===== config.mk =====
export PLATFORM = sky130hd
export DESIGN_NAME = spart_tx_sched
export DESIGN_NICKNAME = d
export VERILOG_FILES = /design/src/rtl/spart_pkg.sv /design/src/rtl/spart_tx_sched_rr_arb.sv /design/src/rtl/spart_tx_sched.sv
export SDC_FILE = /design/constraint.sdc
export NUM_CORES = 1
export LEC_CHECK = 0
export ABC_AREA = 1
export ABC_CLOCK_PERIOD_IN_PS = 2200
export CAP_MARGIN = 5
export CORE_ASPECT_RATIO = 1.1
export CORE_MARGIN = 4
export CORE_UTILIZATION = 40
export DETAILED_ROUTE_END_ITERATION = 10
export HOLD_SLACK_MARGIN = 0.06
export PLACE_DENSITY = 0.82
export SLEW_MARGIN = 0
export SYNTH_ARGS = -nofsm -noshare
export SYNTH_HDL_FRONTEND = slang
export SYNTH_SLANG_ARGS = --single-unit
export TNS_END_PERCENT = 30

===== constraint.sdc =====
create_clock -name clk -period 2.2 [get_ports clk]
set_clock_uncertainty 0.1 [all_clocks]
set_input_delay 0.44 -clock clk [delete_from_list [all_inputs] [get_ports clk]]
set_output_delay 0.44 -clock clk [all_outputs]
set_load 0.03 [all_outputs]

===== src/rtl/spart_pkg.sv =====
// Shared constants and state encoding for the SPART transmit scheduler.
// Holds the transmitter bus encodings and the scheduler FSM state type.
package spart_pkg;

  localparam logic [1:0] IOADDR_TX = 2'b00;
  localparam logic       IORW_WR   = 1'b0;
  localparam logic       IORW_RD   = 1'b1;

  typedef enum logic [1:0] {
    S_IDLE,
    S_ISSUE,
    S_WAIT_BUSY,
    S_WAIT_DONE
  } sched_state_t;

endpackage


===== src/rtl/spart_tx_sched_rr_arb.sv =====
// Combinational round-robin picker: first request at or after ptr_i, wrapping to 0.
// Zero latency; no state, the caller owns the pointer.
module spart_rr_arb #(
  parameter int NREQ = 4,
  parameter int IDW  = $clog2(NREQ)
) (
  input  logic [NREQ-1:0] req_i,
  input  logic [IDW-1:0]  ptr_i,
  output logic [NREQ-1:0] gnt_o,
  output logic [IDW-1:0]  idx_o,
  output logic            vld_o
);

  // First pass covers ptr..NREQ-1, second pass covers the wrapped part 0..ptr-1.
  always_comb begin
    gnt_o = '0;
    idx_o = '0;
    vld_o = 1'b0;
    for (int i = 0; i < NREQ; i++) begin
      if (!vld_o && req_i[i] && (i >= int'(ptr_i))) begin
        vld_o    = 1'b1;
        gnt_o[i] = 1'b1;
        idx_o    = IDW'(i);
      end
    end
    for (int i = 0; i < NREQ; i++) begin
      if (!vld_o && req_i[i]) begin
        vld_o    = 1'b1;
        gnt_o[i] = 1'b1;
        idx_o    = IDW'(i);
      end
    end
  end

endmodule


===== src/rtl/spart_tx_sched.sv =====
// Round-robin scheduler sharing one SPART transmitter among NREQ byte producers.
// Accept in IDLE (Mealy ready), strobe next cycle, then hold off until TBR drops and returns high.
module spart_tx_sched #(
  parameter int NREQ        = 4,
  parameter int IDW         = $clog2(NREQ),
  parameter int LOCK_MSG    = 1,
  parameter int ACK_TIMEOUT = 4
) (
  input  logic              clk,
  input  logic              rst_n,
  input  logic [NREQ-1:0]   req_valid_i,
  input  logic [8*NREQ-1:0] req_data_i,
  input  logic [NREQ-1:0]   req_last_i,
  output logic [NREQ-1:0]   req_ready_o,
  input  logic              tx_tbr_i,
  output logic [7:0]        tx_data_o,
  output logic [1:0]        tx_ioaddr_o,
  output logic              tx_iorw_o,
  output logic [IDW-1:0]    grant_id_o,
  output logic              busy_o,
  output logic              err_o,
  input  logic              err_clr_i
);

  import spart_pkg::*;

  localparam int CW = $clog2(ACK_TIMEOUT + 1);

  sched_state_t    state_q, state_d;
  logic [7:0]      data_q, data_d;
  logic            last_q, last_d;
  logic [IDW-1:0]  grant_q, grant_d;
  logic [IDW-1:0]  ptr_q, ptr_d;
  logic            lock_q, lock_d;
  logic            err_q, err_d;
  logic [CW-1:0]   cnt_q, cnt_d;

  logic [NREQ-1:0] elig;
  logic [NREQ-1:0] arb_gnt;
  logic [IDW-1:0]  arb_idx;
  logic            arb_vld;
  logic [IDW-1:0]  ptr_inc;

  // A locked message restricts arbitration to the current owner only.
  always_comb begin
    elig = req_valid_i;
    if (lock_q) elig = req_valid_i & (NREQ'(1) << grant_q);
  end

  assign ptr_inc = (grant_q == IDW'(NREQ - 1)) ? '0 : grant_q + 1'b1;

  spart_rr_arb #(
    .NREQ (NREQ),
    .IDW  (IDW)
  ) u_arb (
    .req_i (elig),
    .ptr_i (ptr_q),
    .gnt_o (arb_gnt),
    .idx_o (arb_idx),
    .vld_o (arb_vld)
  );

  always_comb begin
    state_d     = state_q;
    data_d      = data_q;
    last_d      = last_q;
    grant_d     = grant_q;
    ptr_d       = ptr_q;
    lock_d      = lock_q;
    err_d       = err_q;
    cnt_d       = cnt_q;
    req_ready_o = '0;
    tx_iorw_o   = IORW_RD;

    if (err_clr_i) err_d = 1'b0;

    case (state_q)
      S_IDLE: begin
        if (tx_tbr_i && arb_vld) begin
          req_ready_o = arb_gnt;
          grant_d     = arb_idx;
          for (int i = 0; i < NREQ; i++) begin
            if (arb_gnt[i]) begin
              data_d = req_data_i[8*i +: 8];
              last_d = req_last_i[i];
            end
          end
          state_d = S_ISSUE;
        end
      end
      S_ISSUE: begin
        tx_iorw_o = IORW_WR;
        cnt_d     = '0;
        state_d   = S_WAIT_BUSY;
      end
      S_WAIT_BUSY: begin
        if (!tx_tbr_i) begin
          state_d = S_WAIT_DONE;
        end else if (cnt_q == CW'(ACK_TIMEOUT - 1)) begin
          // Transmitter never took the byte: flag it and release the bus to the others.
          err_d   = 1'b1;
          lock_d  = 1'b0;
          ptr_d   = ptr_inc;
          state_d = S_IDLE;
        end else begin
          cnt_d = cnt_q + 1'b1;
        end
      end
      S_WAIT_DONE: begin
        if (tx_tbr_i) begin
          state_d = S_IDLE;
          if ((LOCK_MSG != 0) && !last_q) begin
            lock_d = 1'b1;
          end else begin
            lock_d = 1'b0;
            ptr_d  = ptr_inc;
          end
        end
      end
      default: state_d = S_IDLE;
    endcase
  end

  always_ff @(posedge clk or negedge rst_n) begin
    if (!rst_n) begin
      state_q <= S_IDLE;
      data_q  <= 8'h00;
      last_q  <= 1'b0;
      grant_q <= '0;
      ptr_q   <= '0;
      lock_q  <= 1'b0;
      err_q   <= 1'b0;
      cnt_q   <= '0;
    end else begin
      state_q <= state_d;
      data_q  <= data_d;
      last_q  <= last_d;
      grant_q <= grant_d;
      ptr_q   <= ptr_d;
      lock_q  <= lock_d;
      err_q   <= err_d;
      cnt_q   <= cnt_d;
    end
  end

  assign tx_data_o   = data_q;
  assign tx_ioaddr_o = IOADDR_TX;
  assign grant_id_o  = grant_q;
  assign busy_o      = (state_q != S_IDLE) || lock_q;
  assign err_o       = err_q;

endmodule

==> results of run 1 <==
area by class of cell:
cell class,count,area [µm²]
fill,323,1199
multi-input combinational,151,919.6
timing repair buffer,89,833.3
sequential,20,503.0
inverter,40,152.6
tap,50,62.56
clock buffer,3,41.29
clock inverter,1,30.03
power groups by stage:
stage	Combinational (µW)	Clock (µW)	Sequential (µW)
6_report	2050	358	660
2_1_floorplan	1110	0	821
4_1_cts	1990	372	657
5_1_grt	2250	382	685
3_3_place_gp	1900	0	662
3_5_place_dp	1930	0	664
cells in the mapped netlist (all sizes together):
cell type	count
dfrtp	20
a22o	1
conb	1
ha	6
buf	7
inv	40
nand2	55
a21oi	12
o31ai	1
or2	9
o21ai	10
nand4	5
nor2	16
nand3	31
nor3	3
cells by family (layout without fill, tap and decap cells):
| family | after synthesis | in the layout |
|---|---|---|
| buf+inv | 47 | 133 |
| flops | 20 | 20 |
| compound gates | 24 | 24 |
| simple gates | 119 | 119 |
| other cells | 1 | 2 |
| fa+ha+maj | 6 | 6 |
worst register-to-register path, delay by kind of cell (launching register included):
| kind | cells | cell delay [ns] |
|---|---|---|
| and+or+nand+nor | 8 | 0.81 |
| adders and majority gates | 1 | 0.18 |
| DFF | 1 | 0.41 |
| buffers and inverters | 6 | 0.60 |
sequential cells by signal, summed over array words and instances, names as in the netlist:
register / flops
last_q: 1
grant_id_o: 2
ptr_q: 2
lock_q: 1
state_q: 2
tx_data_o: 8
err_o: 1
cnt_q: 3
routing by layer:
layer	global-route usage [%]	share of wire (%)	up-vias
met5	0	0	-
met2	29.76	52	48
met1	22.26	41	749
met4	7.726	3.3	0
met3	2.115	3.8	12
li1	-	-	855
per-stage QoR:
| stage | instances | setup WS, ns | setup TNS, ns | hold WS (ns) | utilization (%) |
|---|---|---|---|---|---|
| global placement | 343 | -0.2804 | -1.558 | 0.3622 | 63.68 |
| floorplan | 218 | -0.2140 | -0.7312 | 0.04441 | - |
| CTS | 350 | -0.3858 | -1.475 | 0.3839 | 66.66 |
| global route | 354 | -0.4920 | -3.163 | 0.4038 | 67.96 |
| finish | 354 | -0.3237 | -1.244 | 0.3775 | 67.96 |
| detailed placement | 343 | -0.2859 | -1.752 | 0.3643 | 63.68 |
worst paths after layout:
check | startpoint | endpoint | slack (ns)
worst max-delay path | grant_id_o[0] | req_ready_o[0] | -0.32
worst min-delay path | tx_data_o[1] | tx_data_o[1] | 0.38
worst max register to register | grant_id_o[0] | tx_data_o[6] | -0.02
worst min register to register | tx_data_o[1] | tx_data_o[1] | 0.38
max in group asynchronous | rst_n | grant_id_o[1] | 1.36
min in group asynchronous | rst_n | cnt_q[0] | 0.41
what timing repair did:
item	in CTS	in global routing
buffers inserted	3	4
resized for setup	7	8
setup endpoints to repair	4	16
pin swaps	2	3
==> flow_summary_export.csv, run 1 <==
group,metric,value,unit
cells_and_area,layout-drive-gt1-share,27.30,%
floorplanning,dieArea,0.005071,mm²
power,p_comb_share,66.8,%
timing,period_share,114.7,%
cells_and_area,layout_commonest_cell,"clkdlybuf4s50_1",
detailed_routing,wl_per_cell,12.39,µm
detailed_routing,antenna_left,0,
logic_synthesis,synth-xor-area-share,0,%
status,outcome,"finished, violations left",
clock_tree,clock_latency,0.25,ns
power,sequentialPowerShare,21.5,%
cells_and_area,antennaDiodeCount,0,
critical_path,ff2ff_path_depth,15,
floorplanning,die_w,68.26,µm
critical_path,critical-path-max-stage-delay,0.41,ns
critical_path,crit_arrival,1.98,ns
critical_path,crit_path_top_delay_cell,"dfrtp_2",
clock_tree,clkTransAtPathRegs,0.07,ns
logic_synthesis,synth_top_family_by_area,"simple AND/OR/NAND/NOR gates",
cells_and_area,final_cell_mix,"55 x clkdlybuf4s50_1, 40 x nand2_1, 34 x inv_1",
logic_synthesis,synthMuxAreaShare,0,%
critical_path,crit_required,1.66,ns
logic_synthesis,synth-seq-cells,20,
clock_tree,cts_tree,"built",
timing,worst_slack,-0.3237,ns
logic_synthesis,yosysSeqAreaShare,31.32,%
logic_synthesis,synth-simple-area-share,41.11,%
global_routing,grt_pass1_vias,1568,
global_routing,grtUsageTotal,17.57,%
critical_path,crit_fanout,5,
logic_synthesis,synth_top_area_share,31.32,%
critical_path,cp.depth,13,
timing,finalSetupViolCount,6,
logic_synthesis,synth_compound_area_share,8.849,%
global_routing,grt_pass1_wl,6.796,mm
logic_synthesis,netlist_area,0.001598,mm²
clock_tree,htreeDepth,1,
placed_design,place_hpwl,3.441,mm
logic_synthesis,synth.distinct_cells,32,
detailed_routing,drt_iter0_drc,66,
power,p_switching,1402,µW
floorplanning,die_h,74.29,µm
clock_tree,cts_hold_buf,0,
placed_design,dpl_cell_area,0.002382,mm²
logic_synthesis,synth_adder_area_share,4.699,%
logic_synthesis,syn_area_per_cell,7.363,µm²
floorplanning,rows,23,
timing,period_minus_slack,2.524,ns
clock_tree,cts_num_sinks,20,
cells_and_area,finalNetCount,355,
critical_path,path_delay_family,"simple AND/OR/NAND/NOR gates",
detailed_routing,post_drt_via_cell_ratio,4.701,
logic_synthesis,syn_inst,217,
power,cellPowerDensity,1205,mW/mm²
clock_tree,cts_buffer_depth,2,
floorplanning,initial_core_util,42.71,%
power,p_sw_share,45.78,%
timing,rsz0062_at_grt,"true",
critical_path,worstSetupEndpointType,"output pin",
clock_tree,cts-root-buf,"clkbuf_8",
critical_path,critical_path_class,"reg -> out",
floorplanning,io_pins,63,
logic_synthesis,yosysWarningCount,0,
placed_design,gp_congestion,0.8868,
power,p_clk_share,11.7,%
global_routing,grt_max_degree,21,
critical_path,cp_common_cell,"nand2_2",
logic_synthesis,synth.area.top_cells,"dfrtp_1 31%, nand2_1 9.6%, inv_1 8.5%",
power,total_power,3063,µW
global_routing,grt_overflow_total,0,
critical_path,crit_path_start_kind,"flip-flop",
detailed_routing,drc,0,
cells_and_area,final_cell_area,0.002542,mm²
placed_design,portBuffers,60,
worst_hold_path,hold_class,"reg -> reg",
critical_path,path_buf_inv,4,
detailed_routing,wl,4.387,mm
status,violations,"setup timing",
run,drv_cap,0,
worst_hold_path,hold_depth,2,
timing,hold_viol_final,0,
power,power.leakage,0.001239,µW
power,peakVddDrop,960.5,µV
clock_tree,cts_buffers,3,
critical_path,worstPathCellList,"inv_2 -> ha_1 -> inv_1 -> nand2_1 -> nand2_2 -> nor2_4 -> nor2_8 -> nand4_1 -> nand2_2 -> nor3_4 -> inv_4 -> a21oi_4 -> buf_6",
cells_and_area,area_growth_syn_to_layout,59.12,%
floorplanning,core-area,0.003741,mm²
detailed_routing,vias,1664,
detailed_routing,dr.pass1.iters,4,
timing,slew_violations,0,
global_routing,antenna_found_initial,0,
logic_synthesis,yosys.area.top_type,"dfrtp_1",
power,p_int,1661,µW
timing,clock.fmax,0.3962,GHz
(Power assumes the default switching activity.)
==> run 2, diff against run 1 <==
--- a/config.mk
+++ b/config.mk
@@ -10,12 +10,14 @@
 export CAP_MARGIN = 5
 export CORE_ASPECT_RATIO = 1.1
 export CORE_MARGIN = 4
-export CORE_UTILIZATION = 40
+export CORE_UTILIZATION = 38
+export CTS_CLUSTER_DIAMETER = 80
 export DETAILED_ROUTE_END_ITERATION = 10
 export HOLD_SLACK_MARGIN = 0.06
-export PLACE_DENSITY = 0.82
-export SLEW_MARGIN = 0
+export PLACE_DENSITY = 0.81
+export SLEW_MARGIN = 15
 export SYNTH_ARGS = -nofsm -noshare
 export SYNTH_HDL_FRONTEND = slang
+export SYNTH_HIERARCHICAL = 1
 export SYNTH_SLANG_ARGS = --single-unit
 export TNS_END_PERCENT = 30
==> flow_summary_export.csv, run 2 <==
group,metric,value,unit
detailed_routing,wl,4.564,mm
cells_and_area,finalNetCount,354,
timing,period_minus_slack,2.603,ns
floorplanning,dieArea,0.004829,mm²
logic_synthesis,synth_edf_count,0,
run,drv_cap,0,
logic_synthesis,ys_async_sr_fraction,100.0,%
critical_path,worstSetupEndpointType,"output pin",
floorplanning,die_h,72.48,µm
placed_design,portBuffers,60,
logic_synthesis,yosysSeqAreaShare,34.84,%
global_routing,grt_max_degree,21,
critical_path,critical_path_class,"reg -> out",
logic_synthesis,synth-seq-cells,20,
detailed_routing,drt_iter0_drc,72,
logic_synthesis,syn_inst,215,
cells_and_area,largest_reg_flops,8,
power,cellPowerDensity,1249,mW/mm²
floorplanning,rows,23,
timing,hold_ws,0.3837,ns
cells_and_area,layout-drive-gt1-share,22.44,%
logic_synthesis,netlist_top_cells_count,"59 x nand2_1, 37 x nor2_1, 21 x o21ai_0",
logic_synthesis,yosysWarningCount,6,
timing,rsz0062_at_grt,"true",
clock_tree,cts_num_sinks,20,
logic_synthesis,netlist_area,0.001436,mm²
cells_and_area,post-route-util,66.55,%
floorplanning,io_pins,63,
placed_design,dpl.cell_count,341,
logic_synthesis,synth_most_common_cell,"nand2_1",
global_routing,grt_overflow_total,0,
detailed_routing,dr.pass1.iters,5,
detailed_routing,antenna_left,0,
detailed_routing,vias,1706,
global_routing,grt_pass1_vias,1614,
cells_and_area,fin_cells,353,
clock_tree,cts_tree,"built",
cells_and_area,final_cell_mix,"56 x nand2_1, 56 x clkdlybuf4s50_1, 31 x nor2_1",
power,power.leakage,0.001168,µW
status,outcome,"finished, violations left",
worst_hold_path,hold_class,"reg -> reg",
placed_design,gp_congestion,0.9066,
global_routing,grt_pass1_wl,6.920,mm
timing,worst_slack,-0.4031,ns
floorplanning,die_w,66.62,µm
clock_tree,clock_latency,0.26,ns
timing,hold_viol_final,0,
logic_synthesis,yosys.area.top_type,"dfrtp_1",
detailed_routing,post_drt_via_cell_ratio,4.833,
clock_tree,cts-root-buf,"clkbuf_8",
clock_tree,htreeDepth,1,
critical_path,crit_fanout,4,
floorplanning,core-area,0.003655,mm²
placed_design,pre_cts_ws,-0.4352,ns
timing,slew_violations,0,
timing,clock.fmax,0.3842,GHz
global_routing,antenna_found_initial,0,
status,violations,"setup timing",
clock_tree,cts_hold_buf,0,
floorplanning,initial_core_util,39.30,%
logic_synthesis,synth.area.top_cells,"dfrtp_1 35%, nand2_1 15%, nor2_1 9.7%",
logic_synthesis,syn_area_per_cell,6.681,µm²
logic_synthesis,synth_top_area_share,34.84,%
critical_path,crit_arrival,2.06,ns
critical_path,crit_path_start_kind,"flip-flop",
placed_design,place_hpwl,3.517,mm
critical_path,crit_required,1.66,ns
global_routing,grtUsageTotal,18.35,%
cells_and_area,antennaDiodeCount,0,
detailed_routing,wl_per_cell,12.93,µm
clock_tree,cts_buffers,3,
timing,finalSetupViolCount,13,
logic_synthesis,ys.flop_type,"dfrtp_1",
power,peakVddDrop,775.3,µV
detailed_routing,drc,0,
clock_tree,clkTransAtPathRegs,0.07,ns
timing,period_share,118.3,%
clock_tree,cts_buffer_depth,2,
cells_and_area,area_growth_syn_to_layout,69.34,%
logic_synthesis,synth.distinct_cells,24,
[run 2: changes by cell type in the layout (fill, tap and decap cells not counted), moves of 6 or more]
cell     change
or2_2        -6
nor2_1      +22
inv_1       -18
nand3_1     -17
nand2_2      -6
o21ai_0      +9
nand2_1     +16
o21ai_1      +8
[run 2: critical path, stage by stage, from the launching register on]
cell and delay (ns):
dfrtp_2 0.42, buf_4 0.14, ha_4 0.12, o21a_1 0.13, nand2_1 0.07, nand2_2 0.10
nor2_4 0.04, nand4_1 0.07, nand2_2 0.08, nor2_4 0.14, clkinvlp_4 0.21, nor2_4 0.16
buf_6 0.13
[run 2: repair_timing]
action | 4_1_cts | 5_1_grt
pin swaps | 2 | 7
buffers inserted | 5 | 3
resized for setup | 12 | 8
endpoints found under the setup margin | 13 | 13
[run 2: path summary, 6_finish.rpt]
check / startpoint / endpoint / slack, ns / cells after the start
setup / recovery: grant_id_o[0] / req_ready_o[2] / -0.40 / 12
hold / removal: tx_data_o[6] / tx_data_o[6] / 0.38 / 2
setup reg to reg: grant_id_o[0] / tx_data_o[2] / -0.11 / 13
hold reg to reg: tx_data_o[6] / tx_data_o[6] / 0.38 / 2
max in group asynchronous: rst_n / grant_id_o[0] / 1.35 / 2
min in group asynchronous: rst_n / tx_data_o[1] / 0.42 / 2
[run 2: logic make-up (layout without fill, tap and decap cells)]
family	after synthesis	in the layout	share of synthesized area, %
flops	20	20	34.84
simple gates	118	118	35.80
compound gates	40	40	14.72
buf+inv	30	117	9.145
fa+ha+maj	6	6	5.226
other cells	1	2	0.2611
[run 2: layout make-up]
class                   instances  area, µm²
well taps                      50      62.56
repair buffers                 89      823.3
inverters                      24      103.9
fillers                       313       1222
multi-input cells             166      884.6
flip-flops and latches         20      503.0
clock buffers                   4      55.05
[run 2: routing by layer]
layer	up-vias	global-route usage (%)	wire, µm
met5	-	0	0
met4	0	7.675	121
met3	14	2.786	143
met2	49	33.70	2567
met1	789	20.73	1732
li1	854	-	-
[run 2: power by group]
group | internal [µW] | switching [µW] | total, µW
clock network | 159 | 119 | 278
registers | 527 | 126 | 652
logic | 889 | 1220 | 2110
total | 1580 | 1460 | 3040
[run 2: metrics by stage]
step / cell area (µm²) / power (µW) / setup TNS, ns
floorplan: 1489 / 1850 / -0.7125
global placement: 2253 / 2525 / -2.990
detailed placement: 2253 / 2567 / -3.657
CTS: 2402 / 2979 / -1.548
global route: 2432 / 3269 / -3.927
finish: 2432 / 3037 / -2.288
==> run 3, diff against run 2 <==
--- a/config.mk
+++ b/config.mk
@@ -6,15 +6,15 @@
 export NUM_CORES = 1
 export LEC_CHECK = 0
 export ABC_AREA = 1
-export ABC_CLOCK_PERIOD_IN_PS = 2200
+export ABC_CLOCK_PERIOD_IN_PS = 3200
 export CAP_MARGIN = 5
 export CORE_ASPECT_RATIO = 1.1
 export CORE_MARGIN = 4
-export CORE_UTILIZATION = 38
+export CORE_UTILIZATION = 45
 export CTS_CLUSTER_DIAMETER = 80
 export DETAILED_ROUTE_END_ITERATION = 10
 export HOLD_SLACK_MARGIN = 0.06
-export PLACE_DENSITY = 0.81
+export PLACE_DENSITY = 0.9
 export SLEW_MARGIN = 15
 export SYNTH_ARGS = -nofsm -noshare
 export SYNTH_HDL_FRONTEND = slang
==> constraint.sdc (replaced) <==
create_clock -name clk -period 3.2 [get_ports clk]
set_clock_uncertainty 0.1 [all_clocks]
set_input_delay 0.64 -clock clk [delete_from_list [all_inputs] [get_ports clk]]
set_output_delay 0.64 -clock clk [all_outputs]
set_load 0.03 [all_outputs]
==> flow_summary_export.csv, run 3 (same netlist as run 2, synthesis figures left out) <==
group,metric,value,unit
detailed_routing,dr.pass1.iters,4,
clock_tree,cts_tree,"built",
floorplanning,core-area,0.003048,mm²
power,total_power,1739,µW
detailed_routing,top_layer_used,"met4",
placed_design,place_hpwl,3.056,mm
power,p_comb_share,66.3,%
clock_tree,post_cts.repair.setup_buffers,0,
critical_path,crit_path_start_kind,"input pin",
cells_and_area,layout-drive-gt1-share,9.353,%
global_routing,grt_overflow_total,0,
timing,period_minus_slack,3.018,ns
worst_hold_path,hp-start,"tx_data_o[3]",
worst_hold_path,min_to,"tx_data_o[3]",
critical_path,ff2ff_path_depth,15,
timing,finalSetupViolCount,0,
floorplanning,io_pins,63,
power,p_sw_share,50.11,%
critical_path,crit_arrival,2.28,ns
detailed_routing,drc,0,
detailed_routing,drt_iter0_drc,66,
detailed_routing,wl,3.736,mm
detailed_routing,wl_met3,205,µm
cells_and_area,fillers,255,
worst_hold_path,hold_depth,2,
power,p_switching,871.6,µW
timing,period_share,94.31,%
global_routing,grt_pass1_vias,1334,
cells_and_area,largest_reg_flops,8,
cells_and_area,finalNetCount,329,
status,outcome,"finished, final reports clean",
cells_and_area,antennaDiodeCount,0,
detailed_routing,wirelength_met1,1.622,mm
global_routing,grt_max_degree,21,
timing,rsz0062_at_grt,"false",
floorplanning,rows,21,
run,drv_cap,0,
power,power.leakage,0.001038,µW
floorplanning,initial_core_util,47.13,%
critical_path,critical_path_class,"in -> out",
clock_tree,cts_buffer_depth,2,
cells_and_area,layout_commonest_cell,"nand2_1",
critical_path,r2r-end,"tx_data_o[0]",
worst_hold_path,hold_class,"reg -> reg",
detailed_routing,antenna_left,0,
detailed_routing,vias,1525,
critical_path,reg2reg_from,"grant_id_o[1]",
clock_tree,cts-root-buf,"clkbuf_4",
detailed_routing,routed-wl-met2,1.850,mm
timing,slew_violations,0,
critical_path,worstSetupEndpointType,"output pin",
clock_tree,cts_num_sinks,20,
timing,clock.fmax,0.3314,GHz
placed_design,gp_congestion,0.9161,
timing,hold_ws,0.3921,ns
cells_and_area,fin_cells,312,
timing,worst_pin_slew,0.8621,ns
global_routing,antenna_found_initial,0,
power,cellPowerDensity,828.4,mW/mm²
power,sequentialPowerShare,25.4,%
clock_tree,clock_latency,0.29,ns
cells_and_area,area_growth_syn_to_layout,46.17,%
placed_design,dpl.cell_count,308,
detailed_routing,wl_per_cell,11.97,µm
floorplanning,dieArea,0.004161,mm²
clock_tree,cts_buffers,3,
critical_path,crit_fanout,6,
clock_tree,cts_hold_buf,0,
clock_tree,htreeDepth,1,
critical_path,regToRegSetupSlack,0.83,ns
floorplanning,die_w,61.87,µm
cells_and_area,final_cell_mix,"59 x nand2_1, 56 x clkdlybuf4s50_1, 37 x nor2_1",
timing,relSlewSlack,42.35,%
critical_path,crit_required,2.46,ns
detailed_routing,post_drt_via_cell_ratio,4.888,
placed_design,portBuffers,60,
floorplanning,die_h,67.26,µm
timing,hold_viol_final,0,
power,peakVddDrop,680.0,µV
power,p_int,867.7,µW
power,p_clk_share,8.3,%
clock_tree,clkTransAtPathRegs,0.11,ns
global_routing,grtUsageTotal,18.54,%
timing,timing.setup.tns,0,ns
global_routing,grt_pass1_wl,5.913,mm
[run 3: cell count changes in the layout (fill, tap and decap cells not counted), moves of 3 or more]
cell	change
o21ai_1	-5
buf_6	-4
clkbuf_4	+3
nand2_2	-3
o21ai_0	+5
nor2_4	-4
clkbuf_8	-3
nand2_1	+3
nor2_1	+6
buf_4	-21
inv_1	+4
[run 3: layer usage]
layer | track usage (%) | vias up
met2 | 31.28 | 55
met3 | 2.294 | 6
met5 | 0 | -
li1 | - | 807
met4 | 6.101 | 0
met1 | 24.09 | 657
[run 3: worst max-delay path by stage]
stage	start	end	depth (start not counted)
after CTS	grant_id_o[0]	req_ready_o[2]	11
final	req_valid_i[1]	req_ready_o[1]	11
after detailed placement	req_valid_i[1]	req_ready_o[3]	11
after global placement	req_valid_i[1]	req_ready_o[2]	11
after global routing	grant_id_o[1]	req_ready_o[2]	11
after floorplan	grant_id_o[0]	req_ready_o[1]	11
[run 3: power groups by stage]
stage | Clock, µW | Sequential, µW | Combinational [µW]
3_3_place_gp | 0 | 440 | 1130
3_5_place_dp | 0 | 442 | 1150
5_1_grt | 165 | 457 | 1300
2_1_floorplan | 0 | 541 | 674
4_1_cts | 149 | 440 | 1160
6_report | 144 | 442 | 1150
[run 3: cell type report]
type	count	area, µm²	share of cell area [%]
clock buffer	4	36.28	1.728
inverter	24	90.09	4.291
multi-input combinational	166	808.3	38.50
sequential	20	501.7	23.90
tap	34	42.54	2.026
timing repair buffer	64	620.6	29.56
[run 3: repair_timing]
item                                   in CTS  in global routing
gates resized for setup                     0                  1
setup endpoints to repair                   0                  1
endpoints found under the hold margin       0                  0
[run 3: stage by stage]
step,worst slack (ns),util [%],area [µm²]
after CTS,0.1907,68.84,2098
after global placement,0.2678,67.65,2062
final,0.1822,68.88,2100
after floorplan,0.1352,-,1440
after detailed placement,0.1947,67.65,2062
after global routing,0.01756,68.88,2100
[run 3: critical path, stage by stage]
cell	delay, ns
clkdlybuf4s50_1	0.45
o21a_1	0.19
nand2_1	0.09
nand2_2	0.11
nor2_4	0.05
nand4_1	0.08
nand2_2	0.08
nor2_4	0.19
inv_1	0.10
nor2_1	0.11
buf_4	0.17
